$ cat src/rtl/target_port.sv
// ----------------------------------------------------------------------------
// target_port
//
// Bus-side front end of one bus target. A request frame arrives one bit at a
// time (rw bit, then the address LSB first, then write data LSB first). The
// frame becomes a single parallel issue toward the target memory block. The
// port then waits for the target's ack. Read data comes back serially, LSB
// first, on consecutive cycles.
//
// Ports
//   clk, rst_n             clock (rising edge), asynchronous active-low reset
//   bus_sel                level select from the bus; low during reception aborts
//   bus_wdata, bus_wvalid  serial request bit and its qualifier (gaps allowed)
//   bus_rdata, bus_rvalid  serial read data and its qualifier
//   bus_done, bus_err      one-cycle completion / target-timeout pulses
//   target_addr_in         registered address toward the target
//   target_addr_in_valid   one-cycle issue pulse
//   target_data_in         registered write data
//   target_data_in_valid   one-cycle pulse, write issues only
//   target_rw              1 = write, 0 = read
//   target_data_out        read data from the target
//   target_data_out_valid  read data qualifier
//   target_ack             target finished the transaction
//   target_ready           target can accept an issue this cycle
// ----------------------------------------------------------------------------
module target_port #(
  parameter int ADDR_WIDTH     = 16,
  parameter int DATA_WIDTH     = 8,
  parameter int TIMEOUT_CYCLES = 16
) (
  input  logic                  clk,
  input  logic                  rst_n,
  input  logic                  bus_sel,
  input  logic                  bus_wdata,
  input  logic                  bus_wvalid,
  output logic                  bus_rdata,
  output logic                  bus_rvalid,
  output logic                  bus_done,
  output logic                  bus_err,
  output logic [ADDR_WIDTH-1:0] target_addr_in,
  output logic                  target_addr_in_valid,
  output logic [DATA_WIDTH-1:0] target_data_in,
  output logic                  target_data_in_valid,
  output logic                  target_rw,
  input  logic [DATA_WIDTH-1:0] target_data_out,
  input  logic                  target_data_out_valid,
  input  logic                  target_ack,
  input  logic                  target_ready
);

  // One bit counter is shared by address, write-data and read-data phases.
  localparam int CNT_MAX = (ADDR_WIDTH > DATA_WIDTH) ? ADDR_WIDTH : DATA_WIDTH;
  localparam int CNT_W   = $clog2(CNT_MAX + 1);
  localparam int TO_W    = $clog2(TIMEOUT_CYCLES + 1);

  localparam logic [CNT_W-1:0] ADDR_LAST = CNT_W'(ADDR_WIDTH - 1);
  localparam logic [CNT_W-1:0] DATA_LAST = CNT_W'(DATA_WIDTH - 1);
  localparam logic [TO_W-1:0]  TO_LAST   = TO_W'(TIMEOUT_CYCLES - 1);

  typedef enum logic [2:0] {
    IDLE,
    RX_ADDR,
    RX_DATA,
    ISSUE,
    WAIT_ACK,
    TX_DATA
  } state_t;

  state_t state;
  state_t state_next;

  logic                  rw_q;
  logic [ADDR_WIDTH-1:0] addr_q;
  logic [DATA_WIDTH-1:0] data_q;
  logic [DATA_WIDTH-1:0] tx_shift;
  logic [CNT_W-1:0]      bit_cnt;
  logic [TO_W-1:0]       to_cnt;
  logic                  done_q;
  logic                  err_q;

  logic bit_in;
  logic last_addr_bit;
  logic last_data_bit;
  logic last_tx_bit;
  logic timeout_hit;
  logic issue;
  logic done_set;
  logic err_set;

  assign bit_in        = bus_sel && bus_wvalid;
  assign last_addr_bit = (bit_cnt == ADDR_LAST);
  assign last_data_bit = (bit_cnt == DATA_LAST);
  assign last_tx_bit   = (bit_cnt == DATA_LAST);
  // The counter saturates, so >= also covers an issue granted on the last
  // allowed cycle that then gets no ack.
  assign timeout_hit   = (to_cnt >= TO_LAST);

  // State register.
  always_ff @(posedge clk or negedge rst_n) begin
    if (!rst_n) begin
      state <= IDLE;
    end else begin
      state <= state_next;
    end
  end

  // Next-state logic, plus the issue strobe and the done/err set terms.
  // Leaving ISSUE happens in the issue cycle itself, so an ack that arrives
  // together with the issue pulse is never seen by WAIT_ACK.
  always_comb begin
    state_next = state;
    issue      = 1'b0;
    done_set   = 1'b0;
    err_set    = 1'b0;
    case (state)
      IDLE: begin
        if (bit_in) begin
          state_next = RX_ADDR;
        end
      end
      RX_ADDR: begin
        if (!bus_sel) begin
          state_next = IDLE;
        end else if (bus_wvalid && last_addr_bit) begin
          state_next = rw_q ? RX_DATA : ISSUE;
        end
      end
      RX_DATA: begin
        if (!bus_sel) begin
          state_next = IDLE;
        end else if (bus_wvalid && last_data_bit) begin
          state_next = ISSUE;
        end
      end
      ISSUE: begin
        if (target_ready) begin
          issue      = 1'b1;
          state_next = WAIT_ACK;
        end else if (timeout_hit) begin
          err_set    = 1'b1;
          state_next = IDLE;
        end
      end
      WAIT_ACK: begin
        if (target_ack) begin
          done_set   = rw_q;
          state_next = rw_q ? IDLE : TX_DATA;
        end else if (timeout_hit) begin
          err_set    = 1'b1;
          state_next = IDLE;
        end
      end
      TX_DATA: begin
        if (last_tx_bit) begin
          state_next = IDLE;
        end
      end
      default: begin
        state_next = IDLE;
      end
    endcase
  end

  // Datapath: frame shift registers, bit counter, timeout counter, read-data
  // shifter and the registered done/err pulses.
  always_ff @(posedge clk or negedge rst_n) begin
    if (!rst_n) begin
      rw_q     <= 1'b0;
      addr_q   <= '0;
      data_q   <= '0;
      tx_shift <= '0;
      bit_cnt  <= '0;
      to_cnt   <= '0;
      done_q   <= 1'b0;
      err_q    <= 1'b0;
    end else begin
      done_q <= done_set;
      err_q  <= err_set;

      if ((state_next == ISSUE) && (state != ISSUE)) begin
        to_cnt <= '0;
      end else if (((state == ISSUE) || (state == WAIT_ACK)) && !timeout_hit) begin
        to_cnt <= to_cnt + TO_W'(1);
      end

      case (state)
        IDLE: begin
          if (bit_in) begin
            rw_q    <= bus_wdata;
            bit_cnt <= '0;
          end
        end
        RX_ADDR: begin
          // LSB arrives first, so shift in from the top.
          if (bit_in) begin
            addr_q  <= {bus_wdata, addr_q[ADDR_WIDTH-1:1]};
            bit_cnt <= last_addr_bit ? '0 : bit_cnt + CNT_W'(1);
          end
        end
        RX_DATA: begin
          if (bit_in) begin
            data_q  <= {bus_wdata, data_q[DATA_WIDTH-1:1]};
            bit_cnt <= last_data_bit ? '0 : bit_cnt + CNT_W'(1);
          end
        end
        WAIT_ACK: begin
          // A read ack without data valid returns zero data.
          if (target_ack && !rw_q) begin
            tx_shift <= target_data_out_valid ? target_data_out : '0;
            bit_cnt  <= '0;
          end
        end
        TX_DATA: begin
          tx_shift <= tx_shift >> 1;
          bit_cnt  <= bit_cnt + CNT_W'(1);
        end
        default: begin
        end
      endcase
    end
  end

  assign target_addr_in       = addr_q;
  assign target_data_in       = data_q;
  assign target_rw            = rw_q;
  assign target_addr_in_valid = issue;
  assign target_data_in_valid = issue && rw_q;

  // Read data is driven straight from state so a reset drops rvalid at once.
  assign bus_rvalid = (state == TX_DATA);
  assign bus_rdata  = (state == TX_DATA) && tx_shift[0];
  assign bus_done   = done_q || ((state == TX_DATA) && last_tx_bit);
  assign bus_err    = err_q;

endmodule

$ cat config.mk
export PLATFORM = sky130hd
export DESIGN_NAME = target_port
export DESIGN_NICKNAME = d
export VERILOG_FILES = /design/src/rtl/target_port.sv
export SDC_FILE = /design/constraint.sdc
export NUM_CORES = 1
export LEC_CHECK = 0
export BUFFER_PORTS_ARGS = -buffer_cell sky130_fd_sc_hd__buf_2
export CAP_MARGIN = 10
export CORE_MARGIN = 3
export CORE_UTILIZATION = 40
export DETAILED_ROUTE_END_ITERATION = 7
export GPL_ROUTABILITY_DRIVEN = 1
export MAX_ROUTING_LAYER = met4
export SETUP_SLACK_MARGIN = 0.02
export SKIP_LAST_GASP = 1
export SLEW_MARGIN = 40
export SYNTH_ARGS = -nofsm -noshare
export SYNTH_HDL_FRONTEND = slang
export SYNTH_SLANG_ARGS = --single-unit
$ cat constraint.sdc
create_clock -name clk -period 1.95 [get_ports clk]
set_clock_uncertainty 0.2 [all_clocks]
set_input_delay 0.0975 -clock clk [delete_from_list [all_inputs] [get_ports clk]]
set_output_delay 0.0975 -clock clk [all_outputs]
set_load 0.05 [all_outputs]
==> results of run 1 <==
-- critical path: cells and delay by family, from the launching register on --
kind | cells | cell delay [ps]
AOI/OAI and AO/OA | 3 | 680
adders and majority gates | 2 | 350
buffers and inverters | 1 | 50
DFF | 1 | 390
and+or+nand+nor | 2 | 220
-- final timing paths --
| kind | cells past startpoint | end | from |
|---|---|---|---|
| worst min-delay path | 2 | bit_cnt[0]$_DFFE_PN0P_ | rst_n |
| min in group clk | 4 | bit_cnt[4]$_DFFE_PN0P_ | bus_sel |
| max in group asynchronous | 3 | state[2]$_DFF_PN0_ | rst_n |
| worst max-delay path | 8 | to_cnt[1]$_DFFE_PN0P_ | bit_cnt[1]$_DFFE_PN0P_ |
| worst max register to register | 8 | to_cnt[1]$_DFFE_PN0P_ | bit_cnt[1]$_DFFE_PN0P_ |
| worst min register to register | 1 | target_addr_in[0]$_DFFE_PN0P_ | target_addr_in[0]$_DFFE_PN0P_ |
-- report_power, final --
part	internal [mW]	switching, mW	leakage (nW)
logic	0.349	0.521	0.920
clock network	0.387	0.357	0.0548
registers	1.21	0.160	0.629
-- synth_stat cells (all sizes together) (4+ instances only) --
library cell	number	share of area
o21ai	4	0.0085
nor2	9	0.018
and3	4	0.011
dfrtp	48	0.51
inv	11	0.018
mux2	26	0.12
nand2b	4	0.014
ha	5	0.027
a21oi	8	0.017
buf	5	0.020
nand2	20	0.033
nand3	9	0.021
-- cell type report --
type	instances	area, um^2	area share
clock buffer	5	68.8	0.0213
clock inverter	3	46.3	0.0143
inverter	11	41.3	0.0128
multi-input combinational	136	1130	0.350
sequential	48	1200	0.372
tap	72	90.1	0.0278
timing repair buffer	89	653	0.202
-- per-stage QoR --
| stage | util | TNS, ps | area (um^2) |
|---|---|---|---|
| 2_1_floorplan | - | 0 | 2370 |
| 3_3_place_gp | 0.505 | -240 | 2830 |
| 3_5_place_dp | 0.505 | -589 | 2830 |
| 4_1_cts | 0.557 | -270 | 3130 |
| 5_1_grt | 0.577 | -806 | 3240 |
| 6_report | 0.577 | -201 | 3240 |
-- cell families after synthesis --
family / Yosys count / share of synthesized area
fa+ha+maj: 5 / 0.0265
flops: 48 / 0.510
mux: 28 / 0.133
compound gates: 38 / 0.125
simple gates: 63 / 0.159
buf+inv: 18 / 0.0403
xor+xnor: 2 / 0.00743
-- state kept, by name, summed over array words and instances, names as in the netlist, 3 cells and up --
name / cells
bit_cnt: 5
state: 3
target_addr_in: 16
target_data_in: 8
to_cnt: 5
tx_shift: 8
-- routing by layer --
metal,track usage,vias to the layer above,wire [um]
met4,0.0490,0,32
met3,0.0434,2,302
met5,-,-,0
met2,0.241,47,2360
li1,-,910,-
met1,0.234,898,2530
-- what timing repair did --
item,4_1_cts,5_1_grt
hold buffers,14,0
endpoints found under the setup margin,15,15
resized for setup,11,15
setup buffers,0,6
hold endpoints to repair,63,0
pin swaps,6,5
==> out/metrics.cfg, run 1 <==
[run_status]
outcome = complete, but fails checks
failed_checks = setup timing

[placed_design]
gp_congestion = 0.776
port_buffers = 46
pre_cts_slack_ps = -114
place_hpwl_um = 3690
dp_cells = 336

[setup_path]
critPathKind = reg -> reg
max_stage_delay_ps = 390
endpoint_kind = register
cp_max_fo = 6
required_ps = 1940
crit_arrival_ps = 1980
reg2reg_slack_ps = -40
path_cells = ha_2 > nand3_2 > inv_2 > ha_4 > and4_1 > o32a_1 > o211ai_4 > a21oi_1
critPathSlowestCell = dfrtp_1
startpoint_type = register

[final_layout]
final_common_cell = dfrtp_1
fin_nets = 312
drive_gt1_frac = 0.476
final_cell_mix = dfrtp_1, buf_2, mux2_2
fill_cells = 498
fin_cells = 364
antenna_cells = 0
area_delta_synth_final_pct = 37.4

[drt]
vias_per_cell = 5.10
wl_per_cell_um = 14.4
drtIter0Drc = 75
ant_nets = 0
drt-pass1-iter-count = 4
wl_um = 5230
drc = 0
vias = 1857

[logic_synthesis]
synth-seq-area-share = 0.510
yosys_most_used_dff = dfrtp_1
async_flop_share = 1.00
synth_seq_cells = 48
postSynthCellCount = 202
synthesis.area_mm2 = 0.00236
syn-num-nets = 223
synth.distinct_cells = 51
syn_avg_cell_area_um2 = 11.7
yosysWarnings = 0
synth_edf_count = 0

[sta]
rsz0062_at_grt = true
slew_headroom = 0.649
slew_viol_final = 0
setup_ws_ps = -41.8
fmax_mhz = 502
hold_violations = 0
finalCriticalPeriod_ps = 1990
finalCritPeriodShare = 1.02
whs_ps = 111
tightestPinTransition_ps = 526
finalSetupViolations = 6

[grt]
grt_use_total = 0.168
grt_pass1_vias = 1767
antenna_found_initial = 0
grt_max_degree = 27
grt-ovfl-total = 0
grt_pass1_wl_um = 8490

[floorplanning]
die_x_um = 82.8
dieArea_mm2 = 0.00685
die_h_um = 82.8
coreArea_mm2 = 0.00561
initial_core_util = 0.420
rows = 27
io_pins = 47

[pwr]
p_per_area_mw_per_mm2 = 920
finalPower_mw = 2.98
peakVddDrop_uv = 1160
p_leak_nw = 1.60

[clocking]
clock_latency_ps = 300
htreeDepth = 2
clk_path_buf_depth = 2
clock-sinks = 48
cts_made_buffers = 5
clkTransAtPathRegs_ps = 90
cts_tree = done
root_buffer = clkbuf_8

[min_path]
min_path_type = in -> async

[run]
max-cap-violations = 0

(Power assumes the default switching activity.)
==> run 2, diff against run 1 <==
Settings changed: RECOVER_POWER set to 50.
==> out/metrics.cfg, run 2 (same netlist as run 1, synthesis figures left out) <==
[run_status]
outcome = complete, but fails checks
failed_checks = setup timing

[placed_design]
dp_cells = 336  ; unchanged
place_hpwl_um = 3690  ; unchanged
port_buffers = 46  ; unchanged
pre_cts_slack_ps = -114  ; unchanged
dpl_cell_area_mm2 = 0.00283  ; unchanged
gp_congestion = 0.776  ; unchanged

[clocking]
root_buffer = clkbuf_8
clk_path_buf_depth = 2  ; unchanged
clkTransAtPathRegs_ps = 90  ; about the same
htreeDepth = 2  ; unchanged
cts_made_buffers = 5  ; unchanged
clock-sinks = 48  ; unchanged
clock_latency_ps = 300  ; about the same
cts_tree = done

[drt]
wl_um = 5210  ; -0.23%
drt-pass1-iter-count = 4  ; unchanged
ant_nets = 0  ; unchanged
drtIter0Drc = 88  ; +17%
wl_per_cell_um = 14.3  ; -0.23%
vias_per_cell = 5.09  ; -0.27%
vias = 1852  ; -0.27%
drc = 0  ; unchanged

[min_path]
min_path_type = in -> reg
hp-start = bus_sel
whs_path_depth = 4
whs_endpoint = bit_cnt[4]$_DFFE_PN0P_

[pwr]
p_leak_nw = 1.56  ; -2.8%
peakVddDrop_uv = 1150  ; -1.1%
finalPower_mw = 2.98  ; -0.10%
swShare = 0.349  ; +0.000984
p_seq_frac = 0.459  ; about the same
switchingPower_mw = 1.04  ; +0.18%
p_per_area_mw_per_mm2 = 923  ; +0.32%
p_clk_frac = 0.250  ; about the same
p_int_mw = 1.94  ; -0.25%
combPwrFrac = 0.290  ; -0.002

[floorplanning]
dieArea_mm2 = 0.00685  ; unchanged
die_h_um = 82.8  ; unchanged
die_x_um = 82.8  ; unchanged
rows = 27  ; unchanged
coreArea_mm2 = 0.00561  ; unchanged
initial_core_util = 0.420  ; unchanged
io_pins = 47  ; unchanged

[sta]
setup_ws_ps = -44.5  ; -2.65 ps
slew_headroom = 0.160  ; -0.489
hold_violations = 0  ; unchanged
finalSetupViolations = 6  ; unchanged
finalCriticalPeriod_ps = 1990  ; +2.65 ps
slew_viol_final = 0  ; unchanged
fmax_mhz = 501  ; -0.13%
tightestPinTransition_ps = 1260  ; +734 ps
rsz0062_at_grt = true
finalCritPeriodShare = 1.02  ; +0.00136

[setup_path]
startpoint_type = register
crit_arrival_ps = 1980  ; about the same
crit_start = bit_cnt[1]$_DFFE_PN0P_
reg2reg_slack_ps = -40  ; about the same
worstReg2RegStart = bit_cnt[1]$_DFFE_PN0P_
critPathKind = reg -> reg
rr_worst_depth = 8  ; unchanged
cp_max_fo = 6  ; unchanged
endpoint_kind = register
worstReg2RegEnd = to_cnt[1]$_DFFE_PN0P_
required_ps = 1940  ; about the same

[final_layout]
fin_cells = 364  ; unchanged
antenna_cells = 0  ; unchanged
seqCellArea_mm2 = 0.00120  ; unchanged
fill_cells = 499  ; +0.20%
drive_gt1_frac = 0.438  ; -0.0377
final_cell_area_mm2 = 0.00322  ; -0.43%
multi_input_area_mm2 = 0.00113  ; unchanged
final_cell_mix = dfrtp_1, buf_2, mux2_2
fin_nets = 312  ; unchanged
fin_util = 0.575  ; -0.00245
largest_register_ffs = 16  ; unchanged
area_delta_synth_final_pct = 36.8
final_common_cell = dfrtp_1

[run]
max-cap-violations = 0  ; unchanged

[grt]
antenna_found_initial = 0  ; unchanged
grt_max_degree = 27  ; unchanged
grt_use_total = 0.168  ; unchanged
grt_pass1_wl_um = 8490  ; unchanged
grt_pass1_vias = 1767  ; unchanged
grt-ovfl-total = 0  ; unchanged

run 2: cell types whose count changed in the layout (fill, tap and decap cells not counted):
cell / change
clkbuf_1: +11
buf_2: -11
run 2: worst max path at each step:
stage                                        to  slack, ps
after CTS                 to_cnt[0]$_DFFE_PN0P_        -50
after detailed placement  to_cnt[4]$_DFFE_PN0P_       -110
after global placement    to_cnt[1]$_DFFE_PN0P_        -50
after global routing      to_cnt[1]$_DFFE_PN0P_       -130
after floorplan           to_cnt[0]$_DFFE_PN0P_         10
final                     to_cnt[1]$_DFFE_PN0P_        -40
run 2: repair_timing:
action                                  in CTS  in global routing
endpoints found under the setup margin      15                 15
pin swaps                                    6                  5
gates resized for setup                     11                 15
buffers inserted                             0                  6
hold endpoints to repair                    63                  0
hold buffers                                14                  0
run 2: power by group through the flow:
stage / Combinational [mW] / Clock (mW) / Sequential (mW)
floorplan: 0.306 / 0 / 1.61
global placement: 0.810 / 0 / 1.37
detailed placement: 0.826 / 0 / 1.37
CTS: 0.862 / 0.762 / 1.36
global route: 0.946 / 0.811 / 1.40
finish: 0.864 / 0.745 / 1.37
run 2: layer usage:
metal	vias to the layer above	part of all wire	wire, um	GRT usage
met1	898	0.49	2570	0.234
met2	40	0.45	2340	0.241
met5	-	0	0	-
met4	0	0.0061	32	0.0490
li1	912	-	-	-
met3	2	0.052	272	0.0434
run 2: per-stage QoR:
stage	setup TNS, ps	hold slack (ps)
final	-212	133
after global routing	-806	181
after CTS	-270	122
after detailed placement	-589	-97.3
after global placement	-240	-89.8
after floorplan	0	-398
run 2: worst max-delay path, stage by stage (launching register included):
cell and delay [ps]:
dfrtp_1 390, ha_2 190, nand3_2 80, inv_2 50
ha_4 160, and4_1 140, o32a_1 320, o211ai_4 250
a21oi_1 110
run 2: layout make-up:
cell class / instances / share of cell area
sequential: 48 / 0.373
multi-input combinational: 136 / 0.352
timing repair buffer: 89 / 0.198
tap: 72 / 0.0279
clock buffer: 5 / 0.0213
clock inverter: 3 / 0.0144
inverter: 11 / 0.0128
